### src/rtl/imem_loader.sv
// imem_loader: assembles a framed big-endian byte stream into 32-bit words and writes them to instruction memory, holding the CPU in reset until a complete valid program is loaded.
// Frame: LEN_HI, LEN_LO (word count N), 4*N data bytes MSB first, plus one XOR checksum byte when IMEM_LOADER_CHECKSUM_EN is defined.
// Ports: clk/rst (async active-high); in_data/in_valid/in_ready byte stream; load_req restarts loading;
//   imem_we/imem_addr/imem_wdata registered memory write port; cpu_rst/done/err status; words_loaded write count.
module imem_loader #(
  parameter int DEPTH = 64,
  parameter int TIMEOUT = 1000000
) (
  input  logic        clk,
  input  logic        rst,
  input  logic [7:0]  in_data,
  input  logic        in_valid,
  output logic        in_ready,
  input  logic        load_req,
  output logic        imem_we,
  output logic [31:0] imem_addr,
  output logic [31:0] imem_wdata,
  output logic        cpu_rst,
  output logic        done,
  output logic        err,
  output logic [15:0] words_loaded
);
  localparam int TW = $clog2(TIMEOUT + 1);
`ifdef IMEM_LOADER_CHECKSUM_EN
  typedef enum logic [2:0] {S_LEN_HI, S_LEN_LO, S_DATA, S_CHK, S_DONE, S_ERR} state_t;
  localparam state_t S_FIN = S_CHK;
  logic [7:0] csum;
`else
  typedef enum logic [2:0] {S_LEN_HI, S_LEN_LO, S_DATA, S_DONE, S_ERR} state_t;
  localparam state_t S_FIN = S_DONE;
`endif
  state_t state, state_n;
  logic [15:0] len, word_idx, n_rx;
  logic [1:0] byte_cnt;
  logic [23:0] shift;
  logic [TW-1:0] timer;
  logic xfer, timed, expire, last_word;
  assign in_ready = state != S_DONE && state != S_ERR;
  assign done = state == S_DONE;
  assign err = state == S_ERR;
  assign cpu_rst = !done;
  assign xfer = in_valid && in_ready;
  assign n_rx = {len[15:8], in_data};
  assign last_word = word_idx == len - 16'd1;
  assign timed = in_ready && state != S_LEN_HI;
  // idle cycles are counted from the last transfer or state entry; the TIMEOUT-th idle cycle aborts
  assign expire = timed && !xfer && timer == TW'(TIMEOUT - 1);
  always_comb begin
    state_n = state;
    if (load_req) state_n = S_LEN_HI;
    else if (expire) state_n = S_ERR;
    else if (xfer && state == S_LEN_HI) state_n = S_LEN_LO;
    else if (xfer && state == S_LEN_LO) state_n = n_rx > 16'(DEPTH) ? S_ERR : n_rx == 16'd0 ? S_FIN : S_DATA;
    else if (xfer && state == S_DATA && byte_cnt == 2'd3 && last_word) state_n = S_FIN;
`ifdef IMEM_LOADER_CHECKSUM_EN
    else if (xfer && state == S_CHK) state_n = in_data == csum ? S_DONE : S_ERR;
`endif
  end
  always_ff @(posedge clk or posedge rst) begin
    if (rst) begin
      state <= S_LEN_HI;
      len <= '0;
      word_idx <= '0;
      byte_cnt <= '0;
      shift <= '0;
      timer <= '0;
      imem_we <= 1'b0;
      imem_addr <= '0;
      imem_wdata <= '0;
      words_loaded <= '0;
`ifdef IMEM_LOADER_CHECKSUM_EN
      csum <= '0;
`endif
    end else begin
      state <= state_n;
      imem_we <= 1'b0;
      timer <= (load_req || xfer || state_n != state) ? '0 : timer + TW'(timed);
      if (load_req) words_loaded <= '0;
      else if (xfer) begin
        if (state == S_LEN_HI) len[15:8] <= in_data;
        if (state == S_LEN_LO) begin
          len[7:0] <= in_data;
          word_idx <= '0;
          byte_cnt <= '0;
`ifdef IMEM_LOADER_CHECKSUM_EN
          csum <= '0;
`endif
        end
        if (state == S_DATA) begin
          shift <= {shift[15:0], in_data};
          byte_cnt <= byte_cnt + 2'd1;
`ifdef IMEM_LOADER_CHECKSUM_EN
          csum <= csum ^ in_data;
`endif
          if (byte_cnt == 2'd3) begin
            imem_we <= 1'b1;
            imem_addr <= {14'd0, word_idx, 2'd0};
            imem_wdata <= {shift, in_data};
            word_idx <= word_idx + 16'd1;
            if (words_loaded != 16'(DEPTH)) words_loaded <= words_loaded + 16'd1;
          end
        end
      end
    end
  end
endmodule

### config.mk
export PLATFORM = sky130hd
export DESIGN_NAME = imem_loader
export DESIGN_NICKNAME = d
export VERILOG_FILES = /design/src/rtl/imem_loader.sv
export SDC_FILE = /design/constraint.sdc
export NUM_CORES = 1
export LEC_CHECK = 0
export ABC_AREA = 0
export CORE_ASPECT_RATIO = 1.1
export CORE_UTILIZATION = 55
export CTS_CLUSTER_DIAMETER = 40
export DETAILED_ROUTE_END_ITERATION = 6
export PLACE_DENSITY = 0.83
export SYNTH_ARGS = -nofsm -noshare
export SYNTH_HDL_FRONTEND = slang
export SYNTH_SLANG_ARGS = --single-unit
### constraint.sdc
create_clock -name clk -period 7.2 [get_ports clk]
set_input_delay 2.16 -clock clk [delete_from_list [all_inputs] [get_ports clk]]
set_output_delay 2.16 -clock clk [all_outputs]
set_load 0.01 [all_outputs]
==> results.txt, run 1 <==
The clock network latency to the later pin of the worst-skew pair was 0.43 ns; the worst clock skew on the final layout was 0.00667 ns. The fraction of final layout cells sized beyond drive strength 1 was 10.1%. The worst hold path belongs to the class flop to flop.

For the synthesized area, the log shows 6960 um2. The kind of critical path was input pin to flop. Element type at the critical path start: an input pin. The number of buffers added on ports is 80, and the clock sink count is 146.

Detailed placement ended at an HPWL of 10.8 mm. For this run, the leading register cell type out of synthesis is sky130_fd_sc_hd__dfrtp_1. The worst reg2reg path depth works out to 9.

Summing the sequential cell areas from Yosys gives 52.5% of the chip area. The worst path uses 65.3% of the clock period. The capture endpoint of the worst hold path is imem_wdata[28]. For the overflow left after global routing, the log shows 0. From bottom edge to top edge, the die measures 120 um. In this run, the number of DRC markers left after iteration 0 of detailed routing was 465.

The logs give 2 for the number of buffers on the longest clock path and 0 for the number of gates resized after cts. The logs give 0 for the number of max-capacitance violations reported and 13100 um2 for the floorplan die area. Number of antenna violations at the first check in global routing: 0. STA classifies the critical path endpoint as a flop.

Setup TNS after final layout: 0 ns. TritonCTS built the clock tree. In the routed layout, each cell is associated on average with a via count of 5.85.

The worst register-to-register path ends at word_idx[13]. From synthesis to final layout, the design area changed by 19.9%. The flow ran to the end, and the final reports show no timing, DRC or antenna violations.

The tools report the CTS root buffer as sky130_fd_sc_hd__clkbuf_16. The net count reported at finish is 810, and the starting utilization of the core area is 57.1%. For the max-slew violation count, the log shows 0. After detailed routing, the total wire length is 16.0 mm.

The count of final hold-check violations is 0, and the area of placed instances is 7800 um2. Startpoint of the most critical setup path: load_req. Proportion of register bits with asynchronous set or reset after synthesis: 100%. Routability-driven placement finished with a final weighted congestion of 0.942. For the highest clock frequency the design can meet, the log shows 0.213 GHz.

The logs give 0.164 mV for the worst vdd rail ir drop and 4.07 ns for the worst reg-to-reg setup slack. The via count of the first global-routing pass is 5587, and the slew of the pin with the lowest slew margin is 0.956 ns. The tools report the number of diodes added for antenna fixing as 0. The average instance area after synthesis came out at 9.65 um2. For the core region area, the log shows 12200 um2. Counting every instance in the synthesized netlist gives 722. After detailed routing, the average wire length per cell comes to 16.8 um. The number of setup violations in the final report was 0; the total of warnings raised by yosys was 0.

Data on the critical path is required at its endpoint by 7.54 ns. Subtracting the final worst setup slack from the clock period gives 4.70 ns. The final route contains 5593 vias.

The maximum level of the CTS H-tree is 4, and the total iterations of the first detailed-routing run is 5. The first global-routing pass estimated 27.4 mm of wire. For the global routing usage summed across all routing layers, the log shows 27.1%. In this run the worst path has a maximum fanout of 57.

The power density normalized to cell area is 229 nW/um2, and the worst slew margin relative to its limit is 36.2%. Clock-pin slew was measured on the worst setup and hold paths at 0.06 ns. The tools report the startpoint of the lowest-slack register-to-register path as byte_cnt[0]. The remaining routing DRC violations is 0, and the die span in x is 109 um. The tools report the I/O pin count as 97. The number of unique standard cell types used by synthesis was 56. The run gives 0 as the buffer count from post-CTS setup fixing. The detail route stage leaves a number of antenna-violating nets equal to 0. The worst hold path begins at shift[20]. Buffers inserted during clock tree synthesis total 17. The share of the core filled with cells is 68.5%, and the maximum number of pins on one net before global-route repair is 105.

The number of flip-flops and latches in the synthesized netlist was 146; the critical path data arrival time was 5.04 ns. Along the worst hold path, the cell count comes to 2. The quantity of hold-fixing buffers added after cts is 0, and the total of fill cells in the finished design is 929. After routing the design area is 8350 um2. The synthesized design contains 0 enable-type register cells.

The initialized floorplan defines 42 standard-cell rows. The tools report the leakage power of the design as 3.87 nW. Setup repair after global routing left no endpoint under its margin.
## Yosys cell counts (2+ instances only)
cell / n / area [um2]
sky130_fd_sc_hd__ha_1: 7 / 87.6
sky130_fd_sc_hd__dfrtp_1: 146 / 3650
sky130_fd_sc_hd__o21ai_0: 33 / 165
sky130_fd_sc_hd__or4_1: 5 / 37.5
sky130_fd_sc_hd__nand3b_1: 4 / 30.0
sky130_fd_sc_hd__nand4_1: 21 / 131
sky130_fd_sc_hd__nand4b_1: 2 / 17.5
sky130_fd_sc_hd__nor2_1: 59 / 221
sky130_fd_sc_hd__nand2b_1: 4 / 25.0
sky130_fd_sc_hd__nor4b_1: 5 / 43.8
sky130_fd_sc_hd__inv_1: 21 / 78.8
sky130_fd_sc_hd__xnor2_1: 14 / 123
sky130_fd_sc_hd__nand3_1: 20 / 100
sky130_fd_sc_hd__nor3_1: 14 / 70.1
sky130_fd_sc_hd__and4_1: 2 / 17.5
sky130_fd_sc_hd__and3_1: 9 / 56.3
sky130_fd_sc_hd__xor2_1: 31 / 272
sky130_fd_sc_hd__or2_2: 2 / 12.5
sky130_fd_sc_hd__o31ai_1: 4 / 30.0
sky130_fd_sc_hd__nor4_1: 7 / 43.8
sky130_fd_sc_hd__clkbuf_1: 26 / 97.6
sky130_fd_sc_hd__buf_1: 4 / 15.0
sky130_fd_sc_hd__mux2i_1: 3 / 30.0
sky130_fd_sc_hd__or3_1: 8 / 50.1
sky130_fd_sc_hd__mux2_2: 38 / 428
sky130_fd_sc_hd__a31oi_1: 7 / 43.8
sky130_fd_sc_hd__and2_1: 3 / 18.8
sky130_fd_sc_hd__a21oi_1: 11 / 55.1
sky130_fd_sc_hd__buf_4: 16 / 120
sky130_fd_sc_hd__nor2b_1: 3 / 18.8
sky130_fd_sc_hd__buf_2: 4 / 20.0
sky130_fd_sc_hd__nand2_1: 165 / 619
## flip-flops by register name, indices dropped and copies added (netlist names)
signal / flops
imem_wdata: 32
shift: 24
timer: 20
imem_addr: 16
len: 16
word_idx: 16
words_loaded: 16
state: 3
byte_cnt: 2
imem_we: 1
## layout by cell type (no fill, tap or decap), types with 7 or more instances in the layout
cell and n:
sky130_fd_sc_hd__ha_1 7, sky130_fd_sc_hd__nor4_1 7, sky130_fd_sc_hd__xnor2_1 14, sky130_fd_sc_hd__nand4_1 21, sky130_fd_sc_hd__dfrtp_1 146, sky130_fd_sc_hd__a31oi_1 7
sky130_fd_sc_hd__o21ai_0 33, sky130_fd_sc_hd__or3_1 8, sky130_fd_sc_hd__nor2_1 59, sky130_fd_sc_hd__and3_1 9, sky130_fd_sc_hd__a21oi_1 11, sky130_fd_sc_hd__nor3_1 14
sky130_fd_sc_hd__clkbuf_16 17, sky130_fd_sc_hd__conb_1 16, sky130_fd_sc_hd__nand2_1 165, sky130_fd_sc_hd__xor2_1 31, sky130_fd_sc_hd__nand3_1 20, sky130_fd_sc_hd__clkdlybuf4s50_1 80
sky130_fd_sc_hd__inv_1 20, sky130_fd_sc_hd__mux2_2 38
## worst max-delay path, cell delays in order
cell and delay [ns]:
sky130_fd_sc_hd__clkdlybuf4s50_1 0.80, sky130_fd_sc_hd__or2_2 0.50, sky130_fd_sc_hd__inv_2 0.70, sky130_fd_sc_hd__nand4_1 0.32
sky130_fd_sc_hd__or3_1 0.38, sky130_fd_sc_hd__a21oi_1 0.18
## power by group
part           internal (mW)  leakage (nW)  total [mW]  switching (mW)
combinational         0.0776          1.61       0.182           0.104
clock                  0.487         0.257       0.820           0.332
sequential             0.851          2.00       0.909          0.0580
## worst max-delay path by stage
stage / endpoint / slack, ns / cells past startpoint
global route: word_idx[13] / 2.21 / 6
finish: word_idx[13] / 2.50 / 6
detailed placement: word_idx[13] / 2.10 / 6
global placement: word_idx[15] / 2.29 / 6
floorplan: byte_cnt[0] / 1.12 / 1
CTS: word_idx[13] / 2.51 / 6
## through the flow
step | cells | worst slack [ns] | hold WS, ns | power, mW
floorplan | 737 | 1.12 | 0.433 | 1.05
global placement | 926 | 2.29 | 0.447 | 1.09
detailed placement | 926 | 2.10 | 0.461 | 1.10
CTS | 956 | 2.51 | 0.475 | 1.92
global route | 956 | 2.21 | 0.499 | 1.98
finish | 956 | 2.50 | 0.472 | 1.91
## logic make-up (layout without fill, tap and decap cells)
kind of cell | count (synthesis) | in the layout | share of synthesized area, %
AO/OA/AOI/OAI | 70 | 70 | 6.45
adder cells (fa/ha/maj) | 7 | 7 | 1.26
buffers and inverters | 72 | 137 | 4.81
other | 1 | 16 | 0.0538
XOR/XNOR | 45 | 45 | 5.66
multiplexers | 41 | 41 | 6.58
flip-flops | 146 | 146 | 52.5
AND/OR/NAND/NOR | 340 | 340 | 22.7
## metal layers
metal  global-route usage (%)  up-vias  routed length (um)
met2                     44.5      213                8180
met3                     5.43       35                 842
met4                     12.6        0                 358
met1                     34.2     2788                6650
li1                         -     2557                   -
met5                        0        -                   0
## cell type report
cell class | instances | area [um2] | area share [%]
well taps | 154 | 193 | 2.31
inverters | 22 | 87.6 | 1.05
clock inverters | 9 | 83.8 | 1.00
clock buffers | 21 | 460 | 5.52
multi-input cells | 519 | 3030 | 36.3
repair buffers | 85 | 838 | 10.0
flip-flops and latches | 146 | 3650 | 43.8
(Power assumes the default switching activity.)
==> run 2: changes to the inputs <==
==> constraint.sdc (replaced) <==
create_clock -name clk -period 4.9 [get_ports clk]
set_input_delay 1.47 -clock clk [delete_from_list [all_inputs] [get_ports clk]]
set_output_delay 1.47 -clock clk [all_outputs]
set_load 0.01 [all_outputs]
==> run 2 against run 1 <==
Count of clock-buffer cells in the layout down 2. First-iteration DRC count down 35%. Non-clock buffer count up 3. Combinational power up 49%. Clock power up 62%. Routed wire length down 1.8%. Sequential share of layout area down 0.58 points. Utilization up 0.91 points. Critical path depth up 2. Sequential power up 47%.
==> results.txt, run 2 (synthesized netlist as in run 1, its figures left out) <==
The flow ran to the end, and the final reports show no timing, DRC or antenna violations. The DRC violation total after the first TritonRoute iteration was 304 (-35%); the area of placed instances was 7850 um2 (+0.59%). The maximum level of the CTS H-tree was 4 (unchanged); the vias per cell was 5.67 (-3.1%). The total iterations of the first detailed-routing run was 5 (unchanged); the quantity of hold-fixing buffers added after cts was 0 (unchanged). The average wire per standard cell was 16.4 um (-2.2%). The element type at the critical path start was an input pin. The die span in x was 109 um (unchanged).

The run gives 0 (unchanged) as the number of gates resized after cts. The worst setup path is of the input pin to flop kind. The tools report the leakage power of the design as 3.92 nW (+1.3%).

Clock tree synthesis selected as its root buffer the cell sky130_fd_sc_hd__clkbuf_16. Kind of cell adding the most delay to the critical path: buffers and inverters. The flip-flop count of the largest register after layout is 32 (unchanged).

The worst path buffer plus inverter count was 3 (+1). The net count reported at finish was 813 (+0.37%). Setup repair after global routing left no endpoint under its margin. For the clock network latency to the later pin of the worst-skew pair, the log shows 0.42 ns (about the same).

For the setup TNS after final layout, the log shows 0 ns (unchanged). For the design area, the log shows 8460 um2 (+1.3%). The number of vias after detailed routing was 5440 (-2.7%). The final critical path takes up 71.7% of the cycle. The largest registers in the layout are imem_wdata: 32 flops, shift: 24 flops, timer: 20 flops.

imem_wdata holds more flip-flops than any other register. Clock-pin transition on the worst setup and hold timing paths: 0.06 ns (about the same). The logs give 0 (unchanged) for the number of antenna violations at the first check in global routing and 3.84 ns (-1.20 ns) for the critical path data arrival time. The logs give 0 (unchanged) for the number of setup violations in the final report and 15.7 mm (-1.8%) for the post-detailed-routing wire length. The run gives 10.8 mm (+0.62%) as the half-perimeter wire length of the detailed placement result.

The remaining routing DRC violations was 0 (unchanged). The logs give 57.1% (unchanged) for the starting utilization of the core area and 42 (unchanged) for the placement row count. The fraction of final layout cells sized beyond drive strength 1 was 10.8% (+0.69 points); the I/O pin count was 97 (unchanged). In the layout the commonest cells are sky130_fd_sc_hd__nand2_1 (165), sky130_fd_sc_hd__dfrtp_1 (146), sky130_fd_sc_hd__clkdlybuf4s50_1 (80).

The max-slew violation count was 0 (unchanged); the final RePlAce weighted congestion was 0.915 (-2.9%). The number of diodes added for antenna fixing came out at 0 (unchanged). The first-pass GRT wire length came out at 26.5 mm (-3.2%). The share of the core filled with cells came out at 69.4% (+0.91 points). The critical path goes through clkdlybuf4s50_1 -> nand2_1 -> or2_2 -> buf_4 -> inv_2 -> nor2_1 -> o21ai_0 -> o31ai_1.

For this run, the top clock speed supported by timing is 0.285 GHz. On the critical path, the stage with the largest delay is an instance of sky130_fd_sc_hd__clkdlybuf4s50_1. The number of buffers added on ports was 80 (unchanged).

Endpoint type of the worst setup path: a flop. The tools report the overflow left after global routing as 0 (unchanged). The worst slew margin relative to its limit was 27.1% (-9.0 points); the time the final worst path needs with I/O delays and setup was 3.51 ns. The number of max-capacitance violations reported was 0 (unchanged). The run gives 0 (unchanged) as the remaining number of nets flagged by the antenna check after routing. The buffer count from post-CTS setup fixing was 0 (unchanged); the worst vdd rail ir drop was 0.220 mV (+34%). The area growth from synthesis to layout is 21.5%, and the die span in y is 120 um (unchanged). The worst clock skew on the final layout was 0.00410 ns (-0.00257 ns).

TritonCTS built the clock tree. The core region area was 12200 um2 (unchanged); the via count of the first global-routing pass was 5521 (-1.2%). The clock sink count was 146 (unchanged); the power density normalized to cell area was 347 nW/um2 (+52%). For the count of final hold-check violations, the log shows 0 (unchanged). Maximum fanout along the worst path: 57 (unchanged). The worst-case hold slack is 0.467 ns (-0.00464 ns), and the global routing usage summed across all routing layers is 26.4% (-0.75 points). The delay of the slowest critical-path stage was 0.60 ns (-0.20 ns); the slew of the pin with the lowest slew margin was 1.09 ns (+0.135 ns). The number of buffers on the longest clock path was 2 (unchanged).

The floorplan die area came out at 13100 um2 (unchanged). Leaving out fill and tap cells, the most frequent cell in the layout is sky130_fd_sc_hd__nand2_1. The run gives 5.23 ns (-2.31 ns) as the data required time of the critical path. The maximum number of pins on one net before global-route repair was 58 (-45%); the number of buffers inserted during clock tree synthesis was 17 (unchanged). The path class of the tightest hold or removal check is flop to flop.
==> run 2: worst reg2reg max path, cell delays in order, from the launching register on <==
cell and delay [ns]:
sky130_fd_sc_hd__dfrtp_1 0.38, sky130_fd_sc_hd__ha_1 0.19, sky130_fd_sc_hd__nor4bb_1 0.29, sky130_fd_sc_hd__buf_4 0.21, sky130_fd_sc_hd__nand2_1 0.06, sky130_fd_sc_hd__or2_2 0.28, sky130_fd_sc_hd__buf_4 0.29, sky130_fd_sc_hd__inv_2 0.20
sky130_fd_sc_hd__buf_4 0.46, sky130_fd_sc_hd__nand4_1 0.16, sky130_fd_sc_hd__o21ai_0 0.16
==> run 2: final cells by class <==
class | instances | area (um2)
Sequential cell | 146 | 3650
Inverter | 22 | 86.3
Multi-Input combinational cell | 519 | 3030
Clock buffer | 19 | 453
Timing Repair Buffer | 88 | 886
Tap cell | 154 | 193
Clock inverter | 12 | 156
Fill cell | 920 | 3730
==> run 2: worst paths after layout <==
kind | startpoint | end | slack [ns] | depth (start not counted)
worst min-delay path | shift[23] | imem_wdata[31] | 0.47 | 2
worst max register to register | byte_cnt[0] | word_idx[6] | 2.14 | 10
worst min register to register | shift[23] | imem_wdata[31] | 0.47 | 2
max in group asynchronous | rst | words_loaded[1] | 2.47 | 3
min in group asynchronous | rst | imem_addr[12] | 1.66 | 2
worst max-delay path | in_valid | word_idx[14] | 1.39 | 8
==> run 2: per-layer routing <==
metal	wire length, um	vias to the layer above	GRT usage [%]
met1	6850	2703	33.1
met3	544	30	5.81
met5	0	-	0
met2	8030	141	43.6
met4	324	0	11.3
li1	-	2566	-
==> run 2: metrics by stage <==
| step | std cells | setup slack [ns] | power [mW] |
|---|---|---|---|
| final | 960 | 1.39 | 2.93 |
| after global routing | 960 | 1.13 | 3.05 |
| after CTS | 960 | 1.41 | 2.96 |
| after detailed placement | 929 | 0.981 | 1.63 |
| after global placement | 929 | 1.09 | 1.61 |
| after floorplan | 737 | 1.60 | 1.55 |
==> run 2: report_power, final <==
group	internal (mW)	switching [mW]
clock network	0.826	0.500
registers	1.25	0.0865
logic	0.118	0.153
total	2.19	0.740
